===== config.mk =====
export PLATFORM = sky130hd
export DESIGN_NAME = alu_rr_sched_flat
export DESIGN_NICKNAME = d
export VERILOG_FILES = /design/src/rtl/alu_sched_pkg.sv /design/src/rtl/alu_rr_sched_if.sv /design/src/rtl/alu_core.sv /design/src/rtl/alu_rr_sched.sv /design/src/flat_wrapper.sv
export SDC_FILE = /design/constraint.sdc
export NUM_CORES = 1
export LEC_CHECK = 0
export CAP_MARGIN = 30
export CORE_MARGIN = 3
export CORE_UTILIZATION = 56
export DETAILED_ROUTE_END_ITERATION = 10
export GPL_TIMING_DRIVEN = 0
export PLACE_DENSITY = 0.86
export SLEW_MARGIN = 20
export SYNTH_ARGS = -nofsm -noshare
export SYNTH_HDL_FRONTEND = slang
export SYNTH_SLANG_ARGS = --single-unit

===== constraint.sdc =====
create_clock -name clk_i -period 6.27 [get_ports clk_i]
set_input_delay 1.254 -clock clk_i [delete_from_list [all_inputs] [get_ports clk_i]]
set_output_delay 1.254 -clock clk_i [all_outputs]
set_load 0.02 [all_outputs]

===== src/rtl/alu_sched_pkg.sv =====
// Shared types for the round-robin ALU scheduler: opcode and FSM state encodings.
package alu_sched_pkg;

    typedef enum logic [2:0] {
        OpAdd  = 3'b000,
        OpSub  = 3'b001,
        OpShl  = 3'b010,
        OpShr  = 3'b011,
        OpAnd  = 3'b100,
        OpOr   = 3'b101,
        OpXnor = 3'b110,
        OpEq   = 3'b111
    } alu_op_e;

    typedef enum logic [1:0] {
        StIdle = 2'b00,
        StExec = 2'b01,
        StResp = 2'b10
    } sched_state_e;

endpackage


===== src/rtl/alu_rr_sched_if.sv =====
// Request/response bundle for the two requesters of the ALU scheduler.
interface alu_rr_sched_if #(
    parameter int unsigned DW = 8
);
    logic          req0_valid_i;
    logic          req0_ready_o;
    logic [DW-1:0] req0_a_i;
    logic [DW-1:0] req0_b_i;
    logic [2:0]    req0_op_i;
    logic          req1_valid_i;
    logic          req1_ready_o;
    logic [DW-1:0] req1_a_i;
    logic [DW-1:0] req1_b_i;
    logic [2:0]    req1_op_i;
    logic          rsp0_valid_o;
    logic          rsp0_ready_i;
    logic [DW-1:0] rsp0_data_o;
    logic          rsp1_valid_o;
    logic          rsp1_ready_i;
    logic [DW-1:0] rsp1_data_o;

    modport master (
        output req0_valid_i, req0_a_i, req0_b_i, req0_op_i,
        output req1_valid_i, req1_a_i, req1_b_i, req1_op_i,
        output rsp0_ready_i, rsp1_ready_i,
        input  req0_ready_o, req1_ready_o,
        input  rsp0_valid_o, rsp0_data_o, rsp1_valid_o, rsp1_data_o
    );

    modport slave (
        input  req0_valid_i, req0_a_i, req0_b_i, req0_op_i,
        input  req1_valid_i, req1_a_i, req1_b_i, req1_op_i,
        input  rsp0_ready_i, rsp1_ready_i,
        output req0_ready_o, req1_ready_o,
        output rsp0_valid_o, rsp0_data_o, rsp1_valid_o, rsp1_data_o
    );
endinterface


===== src/rtl/alu_core.sv =====
// Combinational ALU shared by both requesters.
module alu_core
    import alu_sched_pkg::*;
#(
    parameter int unsigned DW = 8
) (
    input  logic [DW-1:0] a_i,
    input  logic [DW-1:0] b_i,
    input  alu_op_e       op_i,
    output logic [DW-1:0] y_o
);
    always_comb begin
        y_o = '0;
        unique case (op_i)
            OpAdd:  y_o = a_i + b_i;
            OpSub:  y_o = a_i - b_i;
            // Shift amounts >= DW already yield zero for logical shifts.
            OpShl:  y_o = a_i << b_i;
            OpShr:  y_o = a_i >> b_i;
            OpAnd:  y_o = a_i & b_i;
            OpOr:   y_o = a_i | b_i;
            OpXnor: y_o = ~(a_i ^ b_i);
            OpEq:   y_o = DW'(a_i == b_i);
            default: y_o = '0;
        endcase
    end
endmodule


===== src/rtl/alu_rr_sched.sv =====
// Two-requester round-robin scheduler in front of one shared ALU; one operation in flight.
module alu_rr_sched
    import alu_sched_pkg::*;
#(
    parameter int unsigned DW    = 8,
    parameter int unsigned CNT_W = 16
) (
    input  logic             clk_i,
    input  logic             rst_ni,
    alu_rr_sched_if.slave    bus,
    output logic             busy_o,
    output logic [CNT_W-1:0] ops_done_o
);
    sched_state_e     state_q;
    logic             prio_q;
    logic             owner_q;
    logic [DW-1:0]    a_q;
    logic [DW-1:0]    b_q;
    alu_op_e          op_q;
    logic [DW-1:0]    result_q;
    logic [1:0]       rsp_valid_q;
    logic             busy_q;
    logic [CNT_W-1:0] ops_done_q;
    logic [CNT_W-1:0] ops_done_d;

    logic          any_valid;
    logic          gnt_id;
    logic          grant_en;
    logic          rsp_hs;
    logic [DW-1:0] alu_y;

    always_comb begin
        any_valid  = bus.req0_valid_i | bus.req1_valid_i;
        gnt_id     = (bus.req0_valid_i & bus.req1_valid_i) ? prio_q : bus.req1_valid_i;
        // Gating with rst_ni keeps ready low while reset is held.
        grant_en   = rst_ni & (state_q == StIdle) & any_valid;
        rsp_hs     = (state_q == StResp) & (owner_q ? bus.rsp1_ready_i : bus.rsp0_ready_i);
        ops_done_d = (&ops_done_q) ? ops_done_q : ops_done_q + CNT_W'(1);
    end

    assign bus.req0_ready_o = grant_en & ~gnt_id;
    assign bus.req1_ready_o = grant_en & gnt_id;
    assign bus.rsp0_valid_o = rsp_valid_q[0];
    assign bus.rsp1_valid_o = rsp_valid_q[1];
    assign bus.rsp0_data_o  = result_q;
    assign bus.rsp1_data_o  = result_q;
    assign busy_o           = busy_q;
    assign ops_done_o       = ops_done_q;

    alu_core #(
        .DW(DW)
    ) u_alu (
        .a_i (a_q),
        .b_i (b_q),
        .op_i(op_q),
        .y_o (alu_y)
    );

    always_ff @(posedge clk_i or negedge rst_ni) begin
        if (!rst_ni) begin
            state_q     <= StIdle;
            prio_q      <= 1'b0;
            owner_q     <= 1'b0;
            a_q         <= '0;
            b_q         <= '0;
            op_q        <= OpAdd;
            result_q    <= '0;
            rsp_valid_q <= '0;
            busy_q      <= 1'b0;
            ops_done_q  <= '0;
        end else begin
            unique case (state_q)
                StIdle: begin
                    if (any_valid) begin
                        owner_q <= gnt_id;
                        prio_q  <= ~gnt_id;
                        a_q     <= gnt_id ? bus.req1_a_i : bus.req0_a_i;
                        b_q     <= gnt_id ? bus.req1_b_i : bus.req0_b_i;
                        op_q    <= alu_op_e'(gnt_id ? bus.req1_op_i : bus.req0_op_i);
                        busy_q  <= 1'b1;
                        state_q <= StExec;
                    end
                end
                StExec: begin
                    result_q    <= alu_y;
                    rsp_valid_q <= owner_q ? 2'b10 : 2'b01;
                    state_q     <= StResp;
                end
                StResp: begin
                    if (rsp_hs) begin
                        rsp_valid_q <= '0;
                        busy_q      <= 1'b0;
                        ops_done_q  <= ops_done_d;
                        state_q     <= StIdle;
                    end
                end
                default: state_q <= StIdle;
            endcase
        end
    end
endmodule


===== src/flat_wrapper.sv =====
// flat-port wrapper written by rule: the top's interface ports become plain ports
module alu_rr_sched_flat import alu_sched_pkg::*;
#(
    parameter int unsigned DW    = 8,
    parameter int unsigned CNT_W = 16
)
  (clk_i, rst_ni, busy_o, ops_done_o, bus_req0_valid_i, bus_req0_a_i, bus_req0_b_i, bus_req0_op_i, bus_req1_valid_i, bus_req1_a_i, bus_req1_b_i, bus_req1_op_i, bus_rsp0_ready_i, bus_rsp1_ready_i, bus_req0_ready_o, bus_req1_ready_o, bus_rsp0_valid_o, bus_rsp0_data_o, bus_rsp1_valid_o, bus_rsp1_data_o);
  alu_rr_sched_if #(.DW(DW)) bus_i ();
  input  logic clk_i;
  input  logic rst_ni;
  output logic busy_o;
  output logic [CNT_W-1:0] ops_done_o;
  input wire logic [$bits(bus_i.req0_valid_i)-1:0] bus_req0_valid_i;
  input wire logic [$bits(bus_i.req0_a_i)-1:0] bus_req0_a_i;
  input wire logic [$bits(bus_i.req0_b_i)-1:0] bus_req0_b_i;
  input wire logic [$bits(bus_i.req0_op_i)-1:0] bus_req0_op_i;
  input wire logic [$bits(bus_i.req1_valid_i)-1:0] bus_req1_valid_i;
  input wire logic [$bits(bus_i.req1_a_i)-1:0] bus_req1_a_i;
  input wire logic [$bits(bus_i.req1_b_i)-1:0] bus_req1_b_i;
  input wire logic [$bits(bus_i.req1_op_i)-1:0] bus_req1_op_i;
  input wire logic [$bits(bus_i.rsp0_ready_i)-1:0] bus_rsp0_ready_i;
  input wire logic [$bits(bus_i.rsp1_ready_i)-1:0] bus_rsp1_ready_i;
  output wire logic [$bits(bus_i.req0_ready_o)-1:0] bus_req0_ready_o;
  output wire logic [$bits(bus_i.req1_ready_o)-1:0] bus_req1_ready_o;
  output wire logic [$bits(bus_i.rsp0_valid_o)-1:0] bus_rsp0_valid_o;
  output wire logic [$bits(bus_i.rsp0_data_o)-1:0] bus_rsp0_data_o;
  output wire logic [$bits(bus_i.rsp1_valid_o)-1:0] bus_rsp1_valid_o;
  output wire logic [$bits(bus_i.rsp1_data_o)-1:0] bus_rsp1_data_o;
  assign bus_i.req0_valid_i = bus_req0_valid_i;
  assign bus_i.req0_a_i = bus_req0_a_i;
  assign bus_i.req0_b_i = bus_req0_b_i;
  assign bus_i.req0_op_i = bus_req0_op_i;
  assign bus_i.req1_valid_i = bus_req1_valid_i;
  assign bus_i.req1_a_i = bus_req1_a_i;
  assign bus_i.req1_b_i = bus_req1_b_i;
  assign bus_i.req1_op_i = bus_req1_op_i;
  assign bus_i.rsp0_ready_i = bus_rsp0_ready_i;
  assign bus_i.rsp1_ready_i = bus_rsp1_ready_i;
  assign bus_req0_ready_o = bus_i.req0_ready_o;
  assign bus_req1_ready_o = bus_i.req1_ready_o;
  assign bus_rsp0_valid_o = bus_i.rsp0_valid_o;
  assign bus_rsp0_data_o = bus_i.rsp0_data_o;
  assign bus_rsp1_valid_o = bus_i.rsp1_valid_o;
  assign bus_rsp1_data_o = bus_i.rsp1_data_o;
  alu_rr_sched #(.DW(DW), .CNT_W(CNT_W)) u_core (.clk_i(clk_i), .rst_ni(rst_ni), .bus(bus_i), .busy_o(busy_o), .ops_done_o(ops_done_o));
endmodule

Word-level counts from Yosys, hierarchy flattened
Index checks and enable logic that the tools add are counted.
{"block": "op_classes", "n_mux": 14, "n_addsub": 3, "n_div": 0, "reduce_logical": 10, "magnitude_cmp": 0, "eq_ne": 12, "shifts": 2, "bitwise": 13, "n_mul": 0}
{"cell": "$pmux W8 S8", "count": 1}
{"cell": "$add A16 B1 Y16 const B", "count": 1}
{"cell": "$mux W8", "count": 2}
{"cell": "$reduce_and A16 Y1", "count": 1}
{"cell": "$eq A3 B3 Y1 const B", "count": 4}
{"cell": "$add A8 B8 Y8", "count": 1}
{"cell": "$and A8 B8 Y8", "count": 1}
{"cell": "$eq A8 B8 Y1", "count": 1}
{"cell": "$not A8 Y8", "count": 1}
{"cell": "$or A8 B8 Y8", "count": 1}
{"cell": "$shl A8 B8 Y8", "count": 1}
{"cell": "$shr A8 B8 Y8", "count": 1}
{"cell": "$sub A8 B8 Y8", "count": 1}
{"cell": "$xor A8 B8 Y8", "count": 1}
{"cell": "$and A1 B1 Y1", "count": 6}
{"cell": "$eq A3 B2 Y1 const B", "count": 2}
{"cell": "$mux W2", "count": 3}
{"cell": "$pmux W2 S3", "count": 1}
{"cell": "$reduce_and A2 Y1", "count": 3}
{"cell": "$reduce_and A3 Y1", "count": 2}
{"cell": "$mux W1", "count": 4}
{"cell": "$ne A2 B1 Y1 const B", "count": 2}
{"cell": "$pmux W2 S2", "count": 1}
{"cell": "$reduce_bool A2 Y1", "count": 2}
{"cell": "9 further kinds", "count": 10}
{"block": "totals", "mem_bits_rw": 0, "latch_bits": 0, "ff_bits": 50, "memories": 0, "out_inout_bits": 37, "inputBits": 44, "wordCells": 64, "rom_bits": 0}

Logic depth before layout (Yosys ltp)
Gate-level depths: netlist of run 1.
{"block": "logic_depth", "ltp_word": 4, "mapped_depth": 10, "depth_no_buf": 10}

Modules after synthesis
From an unflattened synthesis of run 1, not the netlist that was laid out.
{"block": "unflattened", "cells_unflattened": 452, "hier_area_um2": 4026.4}
{"mod": "alu_rr_sched", "seq_area_each_um2": 1251.2, "area_each_um2": 2296.0, "cells_each": 211, "n_inst": 1}
{"mod": "alu_core", "seq_area_each_um2": 0.0, "area_each_um2": 1730.4, "cells_each": 241, "n_inst": 1}

Worst setup path after synthesis of run 1
OpenSTA, ideal clock, no wires.
{"block": "synth_timing", "kind": "input -> output", "start": "input port bus_req1_valid_i", "end": "output port bus_req0_ready_o", "slack_ns": 2.909, "path_buffers": 1, "cell_stages": 4, "required_time_ns": 5.016, "arrival_time_ns": 2.107, "path_cell_list": "o21ai_1 -> a21oi_1 -> clkbuf_1 -> and2_1"}
{"block": "synth_between", "elab_chain_len": 4, "word_cells_on_any_way": 6}
{"item": "start: declaration", "line_no": "flat_wrapper.sv:17", "source": "input wire logic [$bits(bus_i.req1_valid_i)-1:0] bus_req1_valid_i;"}
{"item": "$and A1 B1 Y1", "line_no": "alu_rr_sched.sv:34", "source": "gnt_id = (bus.req0_valid_i & bus.req1_valid_i) ? prio_q : bus.req1_valid_i;"}
{"item": "$mux W1", "line_no": "alu_rr_sched.sv:34"}
{"item": "$not A1 Y1", "line_no": "alu_rr_sched.sv:41", "source": "assign bus.req0_ready_o = grant_en & ~gnt_id;"}
{"item": "$and A1 B1 Y1 (*)", "line_no": "alu_rr_sched.sv:41"}
{"item": "end: declaration", "line_no": "flat_wrapper.sv:23", "source": "output wire logic [$bits(bus_i.req0_ready_o)-1:0] bus_req0_ready_o;"}
Every way passes the cells marked *; elsewhere a longest branch is shown, timed or not.

Worst setup path after layout of run 1
Same ends and word-level chain as after synthesis.

==> flow_summary.json, run 1 <==
{
  "required_ns": 5.02,
  "synth.area.mux_share": 0.0566,
  "worst_slack_ns": 1.62,
  "peakVddDrop_mv": 0.294,
  "critPathCaptureType": "output port",
  "coreArea_um2": 6570,
  "syn_nets": 519,
  "cts_setup_buffers": 0,
  "hold_path.class": "flip-flop to flip-flop",
  "timing.final.crit_share": 0.741,
  "drc": 0,
  "dr.pass1.iters": 5,
  "synthAdderAreaFrac": 0.0870,
  "clock_latency_ns": 0.32,
  "arrival_ns": 3.39,
  "power.density_nw_per_um2": 560,
  "antenna_found_initial": 0,
  "crit_fanout": 10,
  "crit_chain": "clkdlybuf4s50_1 > o21ai_1 > a21oi_1 > clkbuf_1 > and2_1 > clkdlybuf4s50_1",
  "syn_inst": 449,
  "synth_compound_area_frac": 0.224,
  "clk_path_buf_depth": 2,
  "synth_top_family_by_area": "compound AO/OA/AOI/OAI gates",
  "ys_types": 60,
  "ys_seq_elements": 50,
  "slowest_delay_ns": 0.61,
  "finalCriticalPeriod_ns": 4.65,
  "syn_to_final_growth_pct": 26.9,
  "initial_core_util": 0.596,
  "grt_pass1_wl_mm": 18.4,
  "die_h_um": 89.6,
  "drive_above_1_share": 0.0874,
  "drt_iter0_markers": 397,
  "track_usage": 0.302,
  "final_common_cell": "clkdlybuf4s50_1",
  "crit_family": "buffers and inverters",
  "crit_buf_inv": 3,
  "vias": 3839,
  "crit_path_start_kind": "input port",
  "p_leak_nw": 2.19,
  "tightest_slew_ns": 0.686,
  "grt_setup_unrepaired": "no",
  "cts_root_buffer": "clkbuf_8",
  "die_w_um": 89.6,
  "rows": 29,
  "overflow": 0,
  "via_per_inst": 6.08,
  "gp_congestion": 0.978,
  "postPlaceCellArea_um2": 4840,
  "setup_viol": 0,
  "async_flop_share": 1.00,
  "nNetsFinal": 607,
  "cts-hold-fix-buffers": 0,
  "die-area_um2": 8030,
  "wl_per_cell_um": 18.6,
  "grt_pass1_vias": 3576,
  "crit_path_top_delay_cell": "clkdlybuf4s50_1",
  "clk_pin_slew_worst_paths_ns": 0.10,
  "grt_max_degree": 36,
  "crit_top_cell": "clkdlybuf4s50_1",
  "seq_area_frac_synth": 0.320,
  "cts.sinks": 50,
  "dpl_worst_slack_ns": 1.68,
  "synthSimpleGateAreaFrac": 0.163,
  "fin_setup_tns_ns": 0,
  "ctsResizeCount": 0,
  "cts_inserted_buffers": 5,
  "synthXorXnorAreaFrac": 0.0425,
  "io_pins": 81,
  "synth_edf_count": 0,
  "cap_violations": 0,
  "avgSynthCellArea_um2": 8.71,
  "finalMaxSlewViolations": 0,
  "hpwl_mm": 9.17,
  "ant_nets": 0,
  "postLayoutCellArea_um2": 4970,
  "synthFlopType": "dfrtp_1",
  "antenna_cells": 0,
  "numPortBuffers": 80,
  "hold_viol_final": 0,
  "status": "complete, no violations",
  "ff2ff_setup_slack_ns": 3.37,
  "holdWs_ns": 0.501,
  "skew_ns": 0.00706,
  "cts_tree": "built",
  "slew_headroom": 0.541,
  "mostFrequentLayoutCells": "clkdlybuf4s50_1, dfrtp_1, inv_1, nor2_1, nand2_1",
  "routed_wl_mm": 11.7,
  "ys_warn_count": 0,
  "timing.fmax_ghz": 0.215,
  "critical_path_class": "input port to output port",
  "synthesis.area_um2": 3910,
  "htree_levels": 2
}
## logic make-up (layout without fill, tap and decap cells)
group,Yosys count,in the layout
AOI/OAI and AO/OA,129,129
and+or+nand+nor,125,125
buffers and inverters,82,171
DFF,50,50
adders and majority gates,26,26
xor gates and xnor gates,19,19
muxes,18,18
## worst register-to-register path: cells and delay by family, from the launching register on
family | cells | cell delay [ns]
XOR/XNOR | 1 | 0.15
flip-flops | 1 | 0.42
AND/OR/NAND/NOR | 1 | 0.14
adder cells (fa/ha/maj) | 1 | 0.42
buffers and inverters | 2 | 0.49
AO/OA/AOI/OAI | 4 | 1.22
## flip-flops by register name, summed over array words and instances, names as in the netlist
register,count
u_core.a_q,8
u_core.b_q,8
u_core.bus.rsp0_data_o,8
u_core.busy_o,1
u_core.op_q,3
u_core.ops_done_o,16
u_core.owner_q,1
u_core.prio_q,1
u_core.rsp_valid_q,2
u_core.state_q,2
## final cells by class
class	instances	area, µm²
clock inverters	2	38.8
fillers	502	1600
flip-flops and latches	50	1250
multi-input cells	317	2250
plain buffers	34	235
inverters	48	180
clock buffers	6	82.6
repair buffers	81	816
well taps	93	116
## path summary, 6_finish.rpt
path | start | endpoint | depth (start not counted)
max | bus_req1_valid_i | bus_req0_ready_o | 6
min | u_core.busy_o | u_core.busy_o | 2
max reg2reg | u_core.b_q[1] | u_core.bus.rsp0_data_o[7] | 9
min reg2reg | u_core.busy_o | u_core.busy_o | 2
max in group asynchronous | rst_ni | u_core.ops_done_o[9] | 2
min in group asynchronous | rst_ni | u_core.a_q[2] | 1
## power breakdown
group	internal, mW	leakage [nW]	switching, mW
logic	0.837	1.51	1.06
registers	0.447	0.624	0.187
clock network	0.131	0.0618	0.120
## per-layer routing
metal,wire (µm),vias to the layer above,track usage,share of wire
li1,-,1792,-,-
met1,5150,1829,0.425,0.44
met2,5590,201,0.479,0.48
met3,773,17,0.0429,0.066
met4,201,0,0.0961,0.017
met5,0,-,0,0
## metrics by stage
| stage | util | std cells | power (mW) |
|---|---|---|---|
| floorplan | - | 449 | 1.92 |
| global placement | 0.735 | 622 | 2.44 |
| detailed placement | 0.738 | 623 | 2.49 |
| CTS | 0.756 | 631 | 2.75 |
| global route | 0.756 | 631 | 2.98 |
| finish | 0.756 | 631 | 2.78 |
## synthesized netlist by cell type, types with 8 or more instances
| cell | count | share of area |
|---|---|---|
| mux2i_1 | 12 | 0.031 |
| xnor2_1 | 12 | 0.027 |
| o22ai_1 | 12 | 0.019 |
| nand2b_1 | 8 | 0.013 |
| a222oi_1 | 19 | 0.049 |
| and3_1 | 8 | 0.013 |
| inv_1 | 47 | 0.045 |
| dfrtp_1 | 50 | 0.32 |
| nand2_1 | 31 | 0.030 |
| nand3_1 | 10 | 0.013 |
| clkbuf_1 | 12 | 0.012 |
| ha_1 | 24 | 0.077 |
| nor2_1 | 31 | 0.030 |
| o21ai_0 | 24 | 0.031 |
| a31oi_1 | 9 | 0.014 |
| buf_4 | 10 | 0.019 |
| a21oi_1 | 29 | 0.037 |
| nor3_1 | 12 | 0.015 |
Note: power is estimated with default switching activity, not from simulation.
==> inputs of run 2 (changes only) <==
--- a/config.mk
+++ b/config.mk
@@ -7,10 +7,10 @@
 export LEC_CHECK = 0
 export CAP_MARGIN = 30
 export CORE_MARGIN = 3
-export CORE_UTILIZATION = 56
+export CORE_UTILIZATION = 52
 export DETAILED_ROUTE_END_ITERATION = 10
 export GPL_TIMING_DRIVEN = 0
-export PLACE_DENSITY = 0.86
+export PLACE_DENSITY = 0.81
 export SLEW_MARGIN = 20
 export SYNTH_ARGS = -nofsm -noshare
 export SYNTH_HDL_FRONTEND = slang
==> constraint.sdc (replaced) <==
create_clock -name clk_i -period 4.3 [get_ports clk_i]
set_input_delay 0.86 -clock clk_i [delete_from_list [all_inputs] [get_ports clk_i]]
set_output_delay 0.86 -clock clk_i [all_outputs]
set_load 0.02 [all_outputs]
==> run 2 against run 1 <==
Effect of this change: flip-flop and latch count stayed put; global-route usage is 3.3 points lower; sequential power is 45% higher; highest routed layer unchanged; utilization is 5.5 points lower; worst hold slack better by 0.0068 ns; largest power group unchanged.
==> flow_summary.json, run 2 (synthesis gave the netlist of run 1 again) <==
{
  "antenna_found_initial": 0,
  "timing.fmax_ghz": 0.260,
  "peakVddDrop_mv": 0.393,
  "die_h_um": 92.7,
  "multi_input_area_um2": 2250,
  "final_util": 0.701,
  "use_met1": 0.382,
  "die_w_um": 92.7,
  "ff2ff_setup_slack_ns": 1.50,
  "hold_viol_final": 0,
  "holdWs_ns": 0.508,
  "grt_max_degree": 53,
  "syn_to_final_growth_pct": 26.5,
  "nNetsFinal": 606,
  "clk_pin_slew_worst_paths_ns": 0.09,
  "required_ns": 3.44,
  "rows": 30,
  "via_per_inst": 5.94,
  "drc": 0,
  "p_switching_mw": 1.97,
  "critPathCaptureType": "output port",
  "coreArea_um2": 7060,
  "ant_nets": 0,
  "tightest_slew_ns": 0.696,
  "dpl.cell_count": 625,
  "vias": 3761,
  "htree_levels": 2,
  "cts_tree": "built",
  "use_met3": 0.0463,
  "power.density_nw_per_um2": 811,
  "pwr-share-comb": 0.681,
  "wl_per_cell_um": 17.6,
  "fin_setup_tns_ns": 0,
  "largest_register_ffs": 16,
  "fin_cells": 633,
  "timing.final.crit_share": 0.896,
  "gp_congestion": 0.979,
  "cts_setup_buffers": 0,
  "cts_root_buffer": "clkbuf_8",
  "cts_inserted_buffers": 5,
  "die-area_um2": 8600,
  "overflow": 0,
  "grt_setup_unrepaired": "no",
  "mostFrequentLayoutCells": "clkdlybuf4s50_1, dfrtp_1, inv_1, nor2_1, nand2_1",
  "final_common_cell": "clkdlybuf4s50_1",
  "critical_path_class": "input port to output port",
  "grt_pass1_wl_mm": 18.4,
  "p_total_mw": 4.01,
  "drt_iter0_markers": 365,
  "switching_share": 0.490,
  "clock_latency_ns": 0.33,
  "arrival_ns": 2.99,
  "io_pins": 81,
  "antenna_cells": 0,
  "hold_path.class": "flip-flop to flip-flop",
  "regArea_um2": 1250,
  "internal_power_mw": 2.05,
  "dr.pass1.iters": 6,
  "cap_violations": 0,
  "clockPowerShare": 0.091,
  "grt_pass1_vias": 3688,
  "routed_wl_mm": 11.1,
  "nFillCells": 592,
  "setup_viol": 0,
  "finalCriticalPeriod_ns": 3.85,
  "status": "complete, no violations",
  "finalMaxSlewViolations": 0,
  "track_usage": 0.269,
  "drive_above_1_share": 0.0857,
  "crit_path_start_kind": "input port",
  "hpwl_mm": 8.57,
  "numPortBuffers": 80,
  "clk_path_buf_depth": 2,
  "grt_use_met2": 0.422,
  "ctsResizeCount": 0,
  "seq_power_share": 0.228,
  "initial_core_util": 0.554,
  "cts-hold-fix-buffers": 0,
  "slew_headroom": 0.535,
  "cts.sinks": 50,
  "skew_ns": 0.0197,
  "p_leak_nw": 2.18,
  "crit_fanout": 10,
  "grt-busiest-layer": "met2"
}
## run 2: cell count changes in the layout (fill, tap and decap cells not counted)
cell,delta
inv_6,-1
clkbuf_8,-1
buf_4,+1
clkinvlp_4,+1
inv_8,+1
buf_12,-1
buf_2,-1
## run 2: power by group through the flow
stage	Clock, mW	Combinational [mW]	Sequential [mW]
floorplan	0	1.87	0.929
global placement	0	2.63	0.910
detailed placement	0	2.68	0.923
CTS	0.369	2.70	0.912
global route	0.386	3.01	0.949
finish	0.365	2.73	0.917
## run 2: critical path: stages
cell	delay (ns)
clkdlybuf4s50_1	0.49
o21ai_1	0.16
a21oi_1	0.26
clkbuf_1	0.42
and2_1	0.20
clkdlybuf4s50_1	0.60
## run 2: worst paths after layout
path | start | to | cells past startpoint
worst max register to register | u_core.b_q[1] | u_core.bus.rsp0_data_o[7] | 9
max in group asynchronous | rst_ni | u_core.state_q[1] | 1
worst min register to register | u_core.prio_q | u_core.prio_q | 1
worst max-delay path | bus_req1_valid_i | bus_req0_ready_o | 6
worst min-delay path | u_core.prio_q | u_core.prio_q | 1
min in group asynchronous | rst_ni | u_core.a_q[0] | 1
## run 2: cell type report
type | instances | share of cell area
Buffer | 34 | 0.0475
Clock buffer | 5 | 0.0139
Clock inverter | 3 | 0.00986
Inverter | 48 | 0.0364
Multi-Input combinational cell | 317 | 0.454
Sequential cell | 50 | 0.253
Tap cell | 96 | 0.0243
Timing Repair Buffer | 80 | 0.161
## run 2: per-stage QoR
step / setup WS, ns / cell area (µm²)
floorplan: 1.73 / 3910
global placement: -0.477 / 4830
detailed placement: 0.493 / 4830
CTS: 0.478 / 4950
global route: 0.282 / 4950
finish: 0.448 / 4950
## run 2: per-layer routing
layer | vias to the layer above | routed length, µm | share of wire
met4 | 0 | 158 | 0.014
li1 | 1787 | - | -
met2 | 173 | 5060 | 0.45
met5 | - | 0 | 0
met1 | 1788 | 5000 | 0.45
met3 | 13 | 903 | 0.081
==> inputs of run 3 (changes only) <==
==> constraint.sdc (replaced) <==
create_clock -name clk_i -period 3.6 [get_ports clk_i]
set_input_delay 0.72 -clock clk_i [delete_from_list [all_inputs] [get_ports clk_i]]
set_output_delay 0.72 -clock clk_i [all_outputs]
set_load 0.02 [all_outputs]
==> run 3 against run 2 <==
Effect of this change: first-iteration DRC count is the same; routed wire length is essentially flat; global-route usage is the same; power grew 20%; critical path depth is the same; non-clock buffer count is the same; clock skew shrank 0.0022 ns; register-to-register slack lost 0.70 ns; design area is essentially flat.
==> flow_summary.json, run 3 (synthesis gave the netlist of run 1 again) <==
{
  "status": "complete, no violations",
  "cts.sinks": 50,
  "setup_viol": 0,
  "finalMaxSlewViolations": 0,
  "crit_fanout": 10,
  "ctsResizeCount": 0,
  "nNetsFinal": 606,
  "grt_pass1_vias": 3688,
  "gp_congestion": 0.979,
  "peakVddDrop_mv": 0.471,
  "wl_per_cell_um": 17.6,
  "cts-hold-fix-buffers": 0,
  "io_pins": 81,
  "antenna_found_initial": 0,
  "timing.final.crit_share": 0.942,
  "overflow": 0,
  "met1_length_mm": 5.04,
  "final_common_cell": "clkdlybuf4s50_1",
  "critPathCaptureType": "output port",
  "largest_register_ffs": 16,
  "dr.pass1.iters": 6,
  "finalCriticalPeriod_ns": 3.39,
  "skew_ns": 0.0175,
  "drc": 0,
  "tightest_slew_ns": 0.703,
  "die_w_um": 92.7,
  "die_h_um": 92.7,
  "dr_wl_met3_um": 871,
  "hold_path.class": "input port to async pin",
  "routed_wl_mm": 11.1,
  "slew_headroom": 0.530,
  "reg2reg_depth": 9,
  "timing.fmax_ghz": 0.295,
  "cts_setup_buffers": 0,
  "syn_to_final_growth_pct": 26.5,
  "fin_setup_tns_ns": 0,
  "drive_above_1_share": 0.0875,
  "power.density_nw_per_um2": 970,
  "rows": 30,
  "coreArea_um2": 7060,
  "p_leak_nw": 2.18,
  "hold_viol_final": 0,
  "cts_root_buffer": "clkbuf_8",
  "arrival_ns": 2.67,
  "htree_levels": 2,
  "nFillCells": 592,
  "grt_max_degree": 53,
  "drt_iter0_markers": 365,
  "vias": 3788,
  "final_util": 0.701,
  "cts_tree": "built",
  "required_ns": 2.88,
  "crit_path_start_kind": "input port",
  "ant_nets": 0,
  "cap_violations": 0,
  "die-area_um2": 8600,
  "critical_path_class": "input port to output port",
  "antenna_cells": 0,
  "grt_setup_unrepaired": "no",
  "initial_core_util": 0.554,
  "mostFrequentLayoutCells": "clkdlybuf4s50_1, dfrtp_1, inv_1, nor2_1, nand2_1",
  "hpwl_mm": 8.57,
  "track_usage": 0.269,
  "clk_path_buf_depth": 2,
  "wl_met2_mm": 5.06,
  "clock_latency_ns": 0.33,
  "via_per_inst": 5.98,
  "grt_pass1_wl_mm": 18.4,
  "top_layer": "met4",
  "clk_pin_slew_worst_paths_ns": 0.11,
  "cts_inserted_buffers": 5,
  "numPortBuffers": 80
}
[run 3: cell count changes in the layout (fill, tap and decap cells not counted)]
cell      previous run  this run
clkbuf_1            12        11
clkbuf_2             1         2
[run 3: final timing paths]
check	startpoint	end	slack [ns]
worst min register to register	u_core.busy_o	u_core.busy_o	0.51
worst max register to register	u_core.b_q[1]	u_core.bus.rsp0_data_o[7]	0.80
worst min-delay path	rst_ni	u_core.a_q[0]	0.39
worst max-delay path	bus_req1_valid_i	bus_req0_ready_o	0.21
min in group clk_i	u_core.busy_o	u_core.busy_o	0.51
max in group asynchronous	rst_ni	u_core.state_q[1]	2.76
[run 3: routing by layer]
| layer | vias up | track usage |
|---|---|---|
| met5 | - | 0 |
| met4 | 0 | 0.0781 |
| met3 | 15 | 0.0463 |
| met2 | 180 | 0.422 |
| met1 | 1808 | 0.382 |
| li1 | 1785 | - |
[run 3: critical path: stages]
cell	delay [ns]
clkdlybuf4s50_1	0.49
o21ai_1	0.16
a21oi_1	0.26
clkbuf_2	0.28
and2_1	0.16
clkdlybuf4s50_1	0.60
[run 3: cell type report]
class                   instances  area, µm²  area share
plain buffers                  34        236      0.0478
inverters                      48        180      0.0364
well taps                      96        120      0.0243
repair buffers                 80        798       0.161
clock inverters                 3       48.8     0.00986
clock buffers                   5       68.8      0.0139
flip-flops and latches         50       1250       0.253
multi-input cells             317       2250       0.454
[run 3: report_power, final]
group          total (mW)  internal, mW  leakage (nW)  switching, mW
logic                3.27          1.45          1.50           1.81
registers            1.10         0.779         0.624          0.317
clock network       0.437         0.212        0.0563          0.224
[run 3: stage by stage]
stage | setup slack (ns) | std cells | hold WS [ns] | total power, mW | area [µm²]
2_1_floorplan | 1.23 | 449 | 0.424 | 3.34 | 3910
3_3_place_gp | -0.897 | 625 | 0.463 | 4.23 | 4830
3_5_place_dp | 0.0728 | 625 | 0.481 | 4.30 | 4830
4_1_cts | 0.0576 | 633 | 0.433 | 4.75 | 4950
5_1_grt | 0.0408 | 633 | 0.444 | 5.18 | 4950
6_report | 0.207 | 633 | 0.393 | 4.80 | 4950
